==> config.mk <==
export PLATFORM = sky130hd
export DESIGN_NAME = fetch_pc_unit
export DESIGN_NICKNAME = d
export VERILOG_FILES = /design/src/rtl/fetch_pc_unit.sv
export SDC_FILE = /design/constraint.sdc
export NUM_CORES = 1
export LEC_CHECK = 0
export BUFFER_PORTS_ARGS = -buffer_cell sky130_fd_sc_hd__buf_2
export CAP_MARGIN = 20
export CORE_ASPECT_RATIO = 1.25
export CORE_MARGIN = 5
export CORE_UTILIZATION = 56
export CTS_BUF_LIST = sky130_fd_sc_hd__clkbuf_8
export DETAILED_ROUTE_END_ITERATION = 8
export GPL_TIMING_DRIVEN = 0
export PLACE_DENSITY_LB_ADDON = 0.25
export SYNTH_ARGS = -nofsm -noshare
export SYNTH_HDL_FRONTEND = slang
export SYNTH_SLANG_ARGS = --single-unit
==> constraint.sdc <==
create_clock -name clk -period 6.6 [get_ports clk]
set_input_delay 1.32 -clock clk [delete_from_list [all_inputs] [get_ports clk]]
set_output_delay 1.32 -clock clk [all_outputs]
set_load 0.01 [all_outputs]
==> src/rtl/fetch_pc_unit.sv <==
// Instruction-fetch PC unit: owns the PC, issues in-order fetches and queues {pc, instr} for decode.
// Optional: define FETCH_MISALIGN_TRAP_EN to trap on misaligned redirect targets.
module fetch_pc_unit #(
  parameter logic [63:0] RESET_PC = 64'h0,
  parameter int          FQ_DEPTH = 2
) (
  input  logic        clk,
  input  logic        rst,
  input  logic        redirect_valid,
  input  logic [63:0] redirect_pc,
  output logic        imem_req_valid,
  input  logic        imem_req_ready,
  output logic [63:0] imem_req_addr,
  input  logic        imem_resp_valid,
  input  logic [31:0] imem_resp_data,
  output logic        if_valid,
  input  logic        if_ready,
  output logic [63:0] if_pc,
  output logic [31:0] if_instr,
  output logic        fetch_misaligned
);
  localparam int PW = $clog2(FQ_DEPTH);
  localparam int CW = PW + 1;
  localparam int DW = 8;

  logic [63:0]         pc_r;
  logic [63:0]         pc_q    [FQ_DEPTH];
  logic [31:0]         instr_q [FQ_DEPTH];
  logic [FQ_DEPTH-1:0] filled_q;
  logic [PW-1:0]       head, tail, fptr;
  logic [CW-1:0]       count, ufill;
  logic [DW-1:0]       discard;
  logic                misal;
  logic                issue, pop, keep, drop;

  assign imem_req_valid = !rst && (count < CW'(FQ_DEPTH)) && !redirect_valid && !misal;
  assign imem_req_addr  = pc_r;
  assign issue          = imem_req_valid && imem_req_ready;

  assign if_valid = (count != '0) && filled_q[head];
  assign if_pc    = pc_q[head];
  assign if_instr = instr_q[head];
  assign pop      = if_valid && if_ready && !redirect_valid;

  // Stale responses owed from earlier flushes are consumed before any fill.
  assign drop = imem_resp_valid && (discard != '0);
  assign keep = imem_resp_valid && (discard == '0) && !redirect_valid;

  always_ff @(posedge clk) begin
    if (rst) begin
      pc_r     <= RESET_PC;
      head     <= '0;
      tail     <= '0;
      fptr     <= '0;
      count    <= '0;
      ufill    <= '0;
      discard  <= '0;
      filled_q <= '0;
    end else if (redirect_valid) begin
      pc_r    <= redirect_pc;
      head    <= '0;
      tail    <= '0;
      fptr    <= '0;
      count   <= '0;
      ufill   <= '0;
      // Every unfilled entry still owes a response; one arriving now pays one debt.
      discard <= discard + DW'(ufill) - DW'(imem_resp_valid);
    end else begin
      if (issue) begin
        pc_r           <= pc_r + 64'd4;
        pc_q[tail]     <= pc_r;
        filled_q[tail] <= 1'b0;
        tail           <= tail + 1'b1;
      end
      if (keep) begin
        instr_q[fptr]  <= imem_resp_data;
        filled_q[fptr] <= 1'b1;
        fptr           <= fptr + 1'b1;
      end
      if (drop) discard <= discard - 1'b1;
      if (pop)  head    <= head + 1'b1;
      count <= count + CW'(issue) - CW'(pop);
      ufill <= ufill + CW'(issue) - CW'(keep);
    end
  end

`ifdef FETCH_MISALIGN_TRAP_EN
  always_ff @(posedge clk) begin
    if (rst)                                          misal <= 1'b0;
    else if (redirect_valid && redirect_pc[1:0] != 2'b00) misal <= 1'b1;
  end
`else
  assign misal = 1'b0;
`endif

  assign fetch_misaligned = misal;
endmodule
Yosys cells after proc, flatten, opt, wreduce, memory -nomap -nowiden
Memories as Yosys holds them, arrays and structs flattened. A register that Yosys moved wholly into a read port is not among the register bits.
Cells that the tools add are included.
{"block": "totals", "output_inout_bits": 163, "elab_cells": 75, "in_bits": 102, "register_bits": 81, "ram_bits": 192, "n_memories": 2}
{"block": "op_classes", "n_reduce_logical": 19, "bitwise_logic": 3, "n_mux": 26, "order_cmp": 6, "add_sub_neg": 11}
{"name": "pc_q", "words": 2, "word_bits": 64, "rd": 1, "rd_ports_with_merged_regs": 1, "write_ports": 1, "line_no": "27", "rtl": "logic [63:0] pc_q [FQ_DEPTH];"}
{"name": "instr_q", "words": 2, "word_bits": 32, "rd": 1, "rd_ports_with_merged_regs": 1, "write_ports": 1, "line_no": "28", "rtl": "logic [31:0] instr_q [FQ_DEPTH];"}
{"op": "2-to-1 mux 64 bit", "count": 2}
{"op": "adder 64 x 3 -> 64 bit (second input constant)", "count": 1}
{"op": "2-to-1 mux 1 bit", "count": 16}
{"op": "2-to-1 mux 8 bit", "count": 2}
{"op": "logical AND 1 bit", "count": 11}
{"op": "adder 8 x 2 -> 8 bit", "count": 1}
{"op": "zero test 8 bit", "count": 1}
{"op": "2-to-1 mux 2 bit", "count": 4}
{"op": "nonzero test 8 bit", "count": 1}
{"op": "subtractor 8 x 1 -> 8 bit", "count": 1}
{"op": "subtractor 8 x 1 -> 8 bit (second input constant)", "count": 1}
{"op": "< comparator 1 x 2 -> 1 bit (second input constant)", "count": 3}
{"op": "nonzero test 2 bit", "count": 3}
{"op": "adder 2 x 1 -> 2 bit", "count": 2}
{"op": "subtractor 2 x 1 -> 2 bit", "count": 2}
{"op": "adder 1 bit (second input constant)", "count": 3}
{"op": "AND 2 bit", "count": 1}
{"op": "demux 1 bit (select 1 bit)", "count": 2}
{"op": ">= comparator 1 bit (second input constant)", "count": 2}
{"op": "zero test 1 bit", "count": 2}
{"op": "< comparator 2 bit (second input constant)", "count": 1}
{"op": "inverter 2 bit", "count": 1}
{"op": "bitwise OR 2 bit", "count": 1}
{"op": "OR reduction 2 bit", "count": 1}

Depth between registers and ports, before layout
Gate-level depths: netlist of run 1.
{"block": "logic_depth", "ltp_word": 11, "mapped_depth": 11, "mapped_depth_nobuf": 11}

Least setup slack after synthesis of run 1
OpenSTA, ideal clock, no wires.
{"block": "synth_path", "kind": "in2reg", "start": "input port redirect_valid", "end": "memory pc_q[0][0], enable pin", "path_buffers": 0, "setup_ns": 0.488, "arrival_ns": 4.677, "slack_ns": 1.435, "required_ns": 6.112, "stages": 3, "cell_sequence": "nor4b_2 -> inv_1 -> nor2_1"}
{"block": "synth_between", "elab_chain_len": 7}
{"item": "start, declared", "line_no": "9", "rtl": "input logic redirect_valid,"}
{"item": "zero test 1 bit", "line_no": "36", "rtl": "assign imem_req_valid = !rst && (count < CW'(FQ_DEPTH)) && !redirect_valid && !misal;"}
{"item": "logical AND 1 bit", "line_no": "36"}
{"item": "logical AND 1 bit", "line_no": "38", "rtl": "assign issue = imem_req_valid && imem_req_ready;"}
{"item": "2-to-1 mux 1 bit", "line_no": "69", "rtl": "if (issue) begin"}
{"item": "2-to-1 mux 1 bit (*)", "line_no": "59", "rtl": "end else if (redirect_valid) begin"}
{"item": "2-to-1 mux 1 bit (*)", "line_no": "50", "rtl": "if (rst) begin"}
{"item": "2-to-1 mux 1 bit (not written as such) (*)", "line_no": "71", "rtl": "pc_q[tail] <= pc_r;"}
{"item": "end, declared", "line_no": "27"}
Mark *: on every way between the ends. The rest lies on a longest branch, timed or not.

==> results of run 1 <==
## worst register-to-register path: cells and delay by family (launching register included)
| family | cells | cell delay (ns) |
|---|---|---|
| and+or+nand+nor | 4 | 1.36 |
| DFF | 1 | 0.51 |
| buffers and inverters | 1 | 0.39 |
| adders and majority gates | 1 | 0.30 |
| AOI/OAI and AO/OA | 1 | 0.25 |
## power groups by stage
stage | Sequential, mW | Clock, mW | Combinational, mW
2_1_floorplan | 2.01 | 0 | 0.354
3_3_place_gp | 2.02 | 0 | 0.516
3_5_place_dp | 2.02 | 0 | 0.538
4_1_cts | 1.99 | 1.37 | 0.540
5_1_grt | 2.00 | 1.47 | 0.599
6_report | 1.99 | 1.35 | 0.540
## layout make-up
type | instances | area, sq um
flip-flops and latches | 274 | 7410
fillers | 1652 | 6690
multi-input cells | 575 | 4280
repair buffers | 269 | 1420
clock buffers | 43 | 592
well taps | 279 | 349
plain buffers | 52 | 216
clock inverters | 36 | 205
inverters | 39 | 149
diodes | 6 | 15.0
## sequential cells by signal, indices dropped and copies added (netlist names), named ones only
signal         count
count              2
discard            8
filled_q           2
fptr               1
head               1
imem_req_addr     64
instr_q           64
pc_q             128
tail               1
ufill              2
## layout by cell type, fill, tap and decap left out, types with 5 or more instances in the layout
| cell type | synthesis | final |
|---|---|---|
| a211oi_1 | 17 | 17 |
| a21oi_1 | 29 | 29 |
| a311oi_1 | 12 | 12 |
| a31oi_1 | 7 | 7 |
| and3_1 | 21 | 20 |
| and4_1 | 11 | 11 |
| buf_1 | 9 | 9 |
| buf_2 | 1 | 264 |
| buf_6 | 2 | 5 |
| clkbuf_1 | 38 | 38 |
| clkbuf_8 | 0 | 43 |
| clkinv_1 | 0 | 14 |
| clkinv_2 | 0 | 5 |
| dfxtp_1 | 82 | 82 |
| diode_2 | 0 | 6 |
| edfxtp_1 | 192 | 192 |
| ha_1 | 23 | 23 |
| inv_1 | 39 | 50 |
| mux2_2 | 102 | 102 |
| mux2i_1 | 9 | 9 |
| nand2_1 | 52 | 52 |
| nand3_1 | 26 | 26 |
| nand4_1 | 29 | 29 |
| nor2_1 | 57 | 56 |
| nor2b_1 | 6 | 6 |
| nor3_1 | 23 | 22 |
| nor4_1 | 17 | 17 |
| o2111a_1 | 5 | 5 |
| o211ai_1 | 8 | 8 |
| o21ai_0 | 14 | 14 |
| o31ai_1 | 7 | 7 |
| or3_1 | 8 | 8 |
| or4_1 | 9 | 9 |
| xnor2_1 | 23 | 23 |
| xor2_1 | 13 | 13 |
## per-layer routing
layer | GRT usage | vias up | wire length (um)
met5 | 0 | - | 13
met4 | 0.111 | 2 | 1070
met3 | 0.0506 | 77 | 2440
met2 | 0.440 | 370 | 16300
met1 | 0.325 | 4397 | 12600
li1 | - | 4220 | -
## final timing paths
check                                start                              to  depth (start not counted)
min reg2reg       filled_q[0]$_SDFFE_PP0N_        filled_q[0]$_SDFFE_PP0N_                          2
max reg2reg  imem_req_addr[2]$_SDFFE_PP0N_  imem_req_addr[62]$_SDFFE_PP0N_                          7
max                                   flop                       if_pc[29]                          5
min               filled_q[0]$_SDFFE_PP0N_        filled_q[0]$_SDFFE_PP0N_                          2
## per-stage QoR
step	setup WS (ns)	total power, mW	hold WS (ns)	std cells	utilization
global route	2.03	4.06	0.488	1572	0.686
detailed placement	2.27	2.56	0.464	1488	0.648
CTS	2.12	3.90	0.476	1567	0.686
floorplan	1.43	2.37	0.432	940	-
finish	2.13	3.87	0.478	1573	0.686
global placement	-0.907	2.54	0.451	1482	0.643
## logic make-up after synthesis
| family | after synthesis |
|---|---|
| AOI/OAI and AO/OA | 121 |
| xor gates and xnor gates | 36 |
| adders and majority gates | 24 |
| buffers and inverters | 91 |
| DFF | 274 |
| muxes | 111 |
| other | 1 |
| and+or+nand+nor | 282 |
==> impl_metrics.tcl, run 1 <==
set metrics [dict create \
    outcome "finished clean" \
    p_seq_frac 0.513 \
    synth_top_cell_by_area "edfxtp_1" \
    rsz0062_at_grt "no" \
    period_minus_slack_ns 4.47 \
    fin_area_sq_um 14600 \
    crit_type "flop to primary output" \
    synth_mux_area_frac 0.103 \
    synthSimpleGateAreaFrac 0.129 \
    grt_pass1_wl_um 50500 \
    dp_hpwl_um 23300 \
    worstSkewPairLatency_ns 0.54 \
    endpoint_kind "primary output" \
    die_w_um 141 \
    clk_pin_slew_worst_paths_ns 0.06 \
    drc 0 \
    grt_max_degree 65 \
    coreArea_sq_um 21300 \
    post_cts_buffers 0 \
    clkPwrFrac 0.347 \
    die-area_sq_um 24500 \
    vias 9066 \
    critPathSlowestCell "clkbuf_1" \
    hold_viol 0 \
    synth_cells 940 \
    grt_pass1_vias 9236 \
    wl_um 32400 \
    syn-num-nets 1066 \
    synth.cell_area_sq_um 12000 \
    combPwrFrac 0.139 \
    slew_viol_final 0 \
    synthArstFlopShare 0 \
    cts_tree "built" \
    wl_per_cell_um 20.6 \
    first_pass_iters 5 \
    grt_overflow_total 0 \
    htree_levels 2 \
    synth_common_cells "192 x edfxtp_1, 102 x mux2_2, 82 x dfxtp_1" \
    slew_headroom 0.391 \
    min_path_type "flop to flop" \
    synth_top_family_by_area "simple AND/OR/NAND/NOR gates" \
    crit_top_cell "clkbuf_1" \
    synth_area_leaders "edfxtp_1 48%, dfxtp_1 14%, mux2_2 9.5%, ha_1 2.4%, nor2_1 1.8%" \
    ant_nets 0 \
    vdd_ir_drop_max_mv 0.207 \
    yosys.area.top_type_share 0.479 \
    numClockSinks 274 \
    crit_buf_inv 4 \
    power.leakage_nw 5.67 \
    r2r_slack_ns 3.71 \
    synth_most_common_cell "edfxtp_1" \
    slowest_delay_ns 0.75 \
    ys_ff_latch 274 \
    synth_xor_area_frac 0.0262 \
    gp_congestion 0.916 \
    max_cap_viol_count 0 \
    vias_per_cell 5.76 \
    period_share 0.677 \
    cts_made_buffers 43 \
    crit_path_start_kind "flop" \
    nets 1380 \
    path_delay_family "buffers and inverters" \
    finalSetupTns_ns 0 \
    die_y_um 174 \
    placed_area_sq_um 13800 \
    hold_buffers 0 \
    cp_max_fo 10 \
    switching_share 0.266 \
    setup_viol 0 \
    synth_edf_count 192 \
    antenna_found_initial 6 \
    ctsResizeCount 0 \
    place.port_buffers 263 \
    drive_above_1_share 0.345 \
    syn_to_final_growth_pct 21.6 \
    drt_iter0_drc 664 \
    worstPathCellList "clkbuf_1 > clkbuf_1 > clkbuf_1 > mux2_2 > buf_2" \
    synth_fa_ha_area_frac 0.0256 \
    p_per_area_nw_per_um2 265 \
    intPower_mw 2.85 \
    grt_util_all_layers 0.260 \
    worstPathRequired_ns 5.28 \
    yosysWarnings 0 \
    ys_types 65 \
    cts-root-buf "clkbuf_8" \
    synthFlopType "edfxtp_1" \
    synth.avg_cell_area_sq_um 12.8 \
    tightest_slew_ns 0.913 \
    yosysSeqAreaShare 0.615 \
    fmax_ghz 0.224 \
    arrival_ns 3.15 \
    initial_core_util 0.565 \
    fin_skew_ns 0.0196 \
    synth_compound_area_frac 0.0707 \
    clock_path_buffers 3 \
    placementRows 60 \
    ioPinCount 265 \
    p_switching_mw 1.03 \
]
(Power assumes the default switching activity.)
==> inputs of run 2 (changes only) <==
Settings changed: ABC_AREA set to 1, CORE_UTILIZATION 56 to 51.
Clock period 6.6 ns to 3.9 ns, I/O delays scaled along.
==> impl_metrics.tcl, run 2 <==
set metrics [dict create \
    outcome "finished clean" \
    synthFlopType "edfxtp_1" \
    post_cts_buffers 0 \
    seqCellArea_sq_um 7410 \
    place_ws_ns 0.438 \
    p_seq_frac 0.523 \
    numClockSinks 274 \
    hold_slack_ns 0.424 \
    syn_to_final_growth_pct 21.4 \
    ys_ff_latch 274 \
    die-area_sq_um 28100 \
    fin_area_sq_um 15400 \
    slew_viol_final 0 \
    tightest_slew_ns 0.932 \
    period_share 0.927 \
    min_path_type "input port to flop" \
    period_minus_slack_ns 3.61 \
    crit_path_start_kind "flop" \
    grt_max_degree 33 \
    rsz0062_at_grt "no" \
    syn-num-nets 1346 \
    grt_pass1_wl_um 52000 \
    drive_above_1_share 0.287 \
    synth_most_common_cell "nand2_1" \
    clock_path_buffers 3 \
    clkPwrFrac 0.353 \
    synth.avg_cell_area_sq_um 10.4 \
    ioPinCount 265 \
    ctsResizeCount 0 \
    worstSkewPairLatency_ns 0.56 \
    yosys.area.top_type_share 0.455 \
    placed_area_sq_um 14600 \
    synth_common_cells "264 x nand2_1, 192 x edfxtp_1, 131 x nor2_1" \
    fin_skew_ns 0.0352 \
    switching_share 0.262 \
    placementRows 64 \
    yosysWarnings 0 \
    synth_cells 1220 \
    worstPathRequired_ns 3.12 \
    hold_viol 0 \
    slew_headroom 0.378 \
    crit_type "flop to primary output" \
    synth_edf_count 192 \
    vias 10100 \
    largest_reg_flops 128 \
    finalSetupTns_ns 0 \
    antenna_found_initial 5 \
    power.leakage_nw 5.99 \
    gp_congestion 0.985 \
    vias_per_cell 5.29 \
    max_cap_viol_count 0 \
    synth_area_leaders "edfxtp_1 46%, dfxtp_1 13%, mux2_2 8.5%, nand2_1 7.8%, nor2_1 3.9%" \
    wl_um 34400 \
    grt_pass1_vias 9795 \
    setup_viol 0 \
    wl_per_cell_um 18.1 \
    grt_overflow_total 0 \
    multi_input_area_sq_um 4760 \
    ant_nets 0 \
    combPwrFrac 0.125 \
    cts-root-buf "clkbuf_8" \
    initial_core_util 0.517 \
    p_switching_mw 1.67 \
    layout_commonest_cell "buf_2" \
    slowest_delay_ns 0.74 \
    worstPathCellList "clkbuf_1 > clkbuf_1 > buf_2 > mux2_2 > buf_2" \
    coreArea_sq_um 24500 \
    vdd_ir_drop_max_mv 0.299 \
    intPower_mw 4.70 \
    ys_types 35 \
    synth_top_cell_by_area "edfxtp_1" \
    synth.cell_area_sq_um 12700 \
    power.total_mw 6.37 \
    die_y_um 186 \
    critPathSlowestCell "clkbuf_1" \
    die_w_um 151 \
    cts_made_buffers 42 \
    cp_max_fo 10 \
    place.port_buffers 263 \
    yosysSeqAreaShare 0.585 \
    setup_ws_ns 0.286 \
    htree_levels 2 \
    clk_pin_slew_worst_paths_ns 0.06 \
    first_pass_iters 5 \
    drc 0 \
    endpoint_kind "primary output" \
    dp_hpwl_um 26100 \
    nets 1661 \
    hold_buffers 0 \
    p_per_area_nw_per_um2 414 \
    arrival_ns 2.83 \
    num-fill-cells 2125 \
    synthArstFlopShare 0 \
    drt_iter0_drc 769 \
    cts_tree "built" \
    grt_util_all_layers 0.238 \
    top_register "pc_q" \
    final_cell_mix "274 x buf_2, 264 x nand2_1, 192 x edfxtp_1" \
    fmax_ghz 0.277 \
]
-- run 2: critical path: cells and delay by family (launching register included) --
family                 cells  cell delay [ns]
buffers and inverters      4             1.58
multiplexers               1             0.38
flip-flops                 1             0.31
-- run 2: cells by family after synthesis --
family	share of synthesized area
other	0.000296
and+or+nand+nor	0.156
AOI/OAI and AO/OA	0.0823
buffers and inverters	0.0411
muxes	0.0854
DFF	0.585
adders and majority gates	0.0243
xor gates and xnor gates	0.0249
-- run 2: cell type report --
type,instances,share of cell area
antenna,3,0.000489
tap,330,0.0269
clock inverter,29,0.00855
timing repair buffer,271,0.0946
inverter,94,0.0230
sequential,274,0.482
multi-input combinational,812,0.310
buffer,40,0.0109
clock buffer,49,0.0439
-- run 2: per-layer routing --
metal / part of all wire / GRT usage
met1: 0.41 / 0.301
met2: 0.50 / 0.416
met3: 0.070 / 0.0410
met4: 0.024 / 0.0766
met5: 0.00081 / 0
-- run 2: power by group through the flow --
| stage | logic [mW] | clock network, mW | registers [mW] |
|---|---|---|---|
| floorplan | 0.509 | 0 | 3.37 |
| global placement | 0.755 | 0 | 3.39 |
| detailed placement | 0.788 | 0 | 3.39 |
| CTS | 0.792 | 2.30 | 3.33 |
| global route | 0.888 | 2.44 | 3.34 |
| finish | 0.794 | 2.25 | 3.33 |
-- run 2: stage by stage --
stage                     instances   util
final                          1902  0.627
after global routing           1901  0.627
after CTS                      1899  0.627
after detailed placement       1821  0.594
after global placement         1813  0.587
after floorplan                1220      -
-- run 2: worst paths after layout --
| check | cells past startpoint | start | end | slack (ns) |
|---|---|---|---|---|
| worst max register to register | 8 | count[1]$_SDFF_PP0_ | count[1]$_SDFF_PP0_ | 1.31 |
| worst min-delay path | 1 | imem_resp_data[25] | instr_q[1][25]$_DFFE_PP_ | 0.42 |
| worst min register to register | 2 | filled_q[1]$_SDFFE_PP0N_ | filled_q[1]$_SDFFE_PP0N_ | 0.46 |
| worst max-delay path | 5 | flop | if_pc[37] | 0.29 |
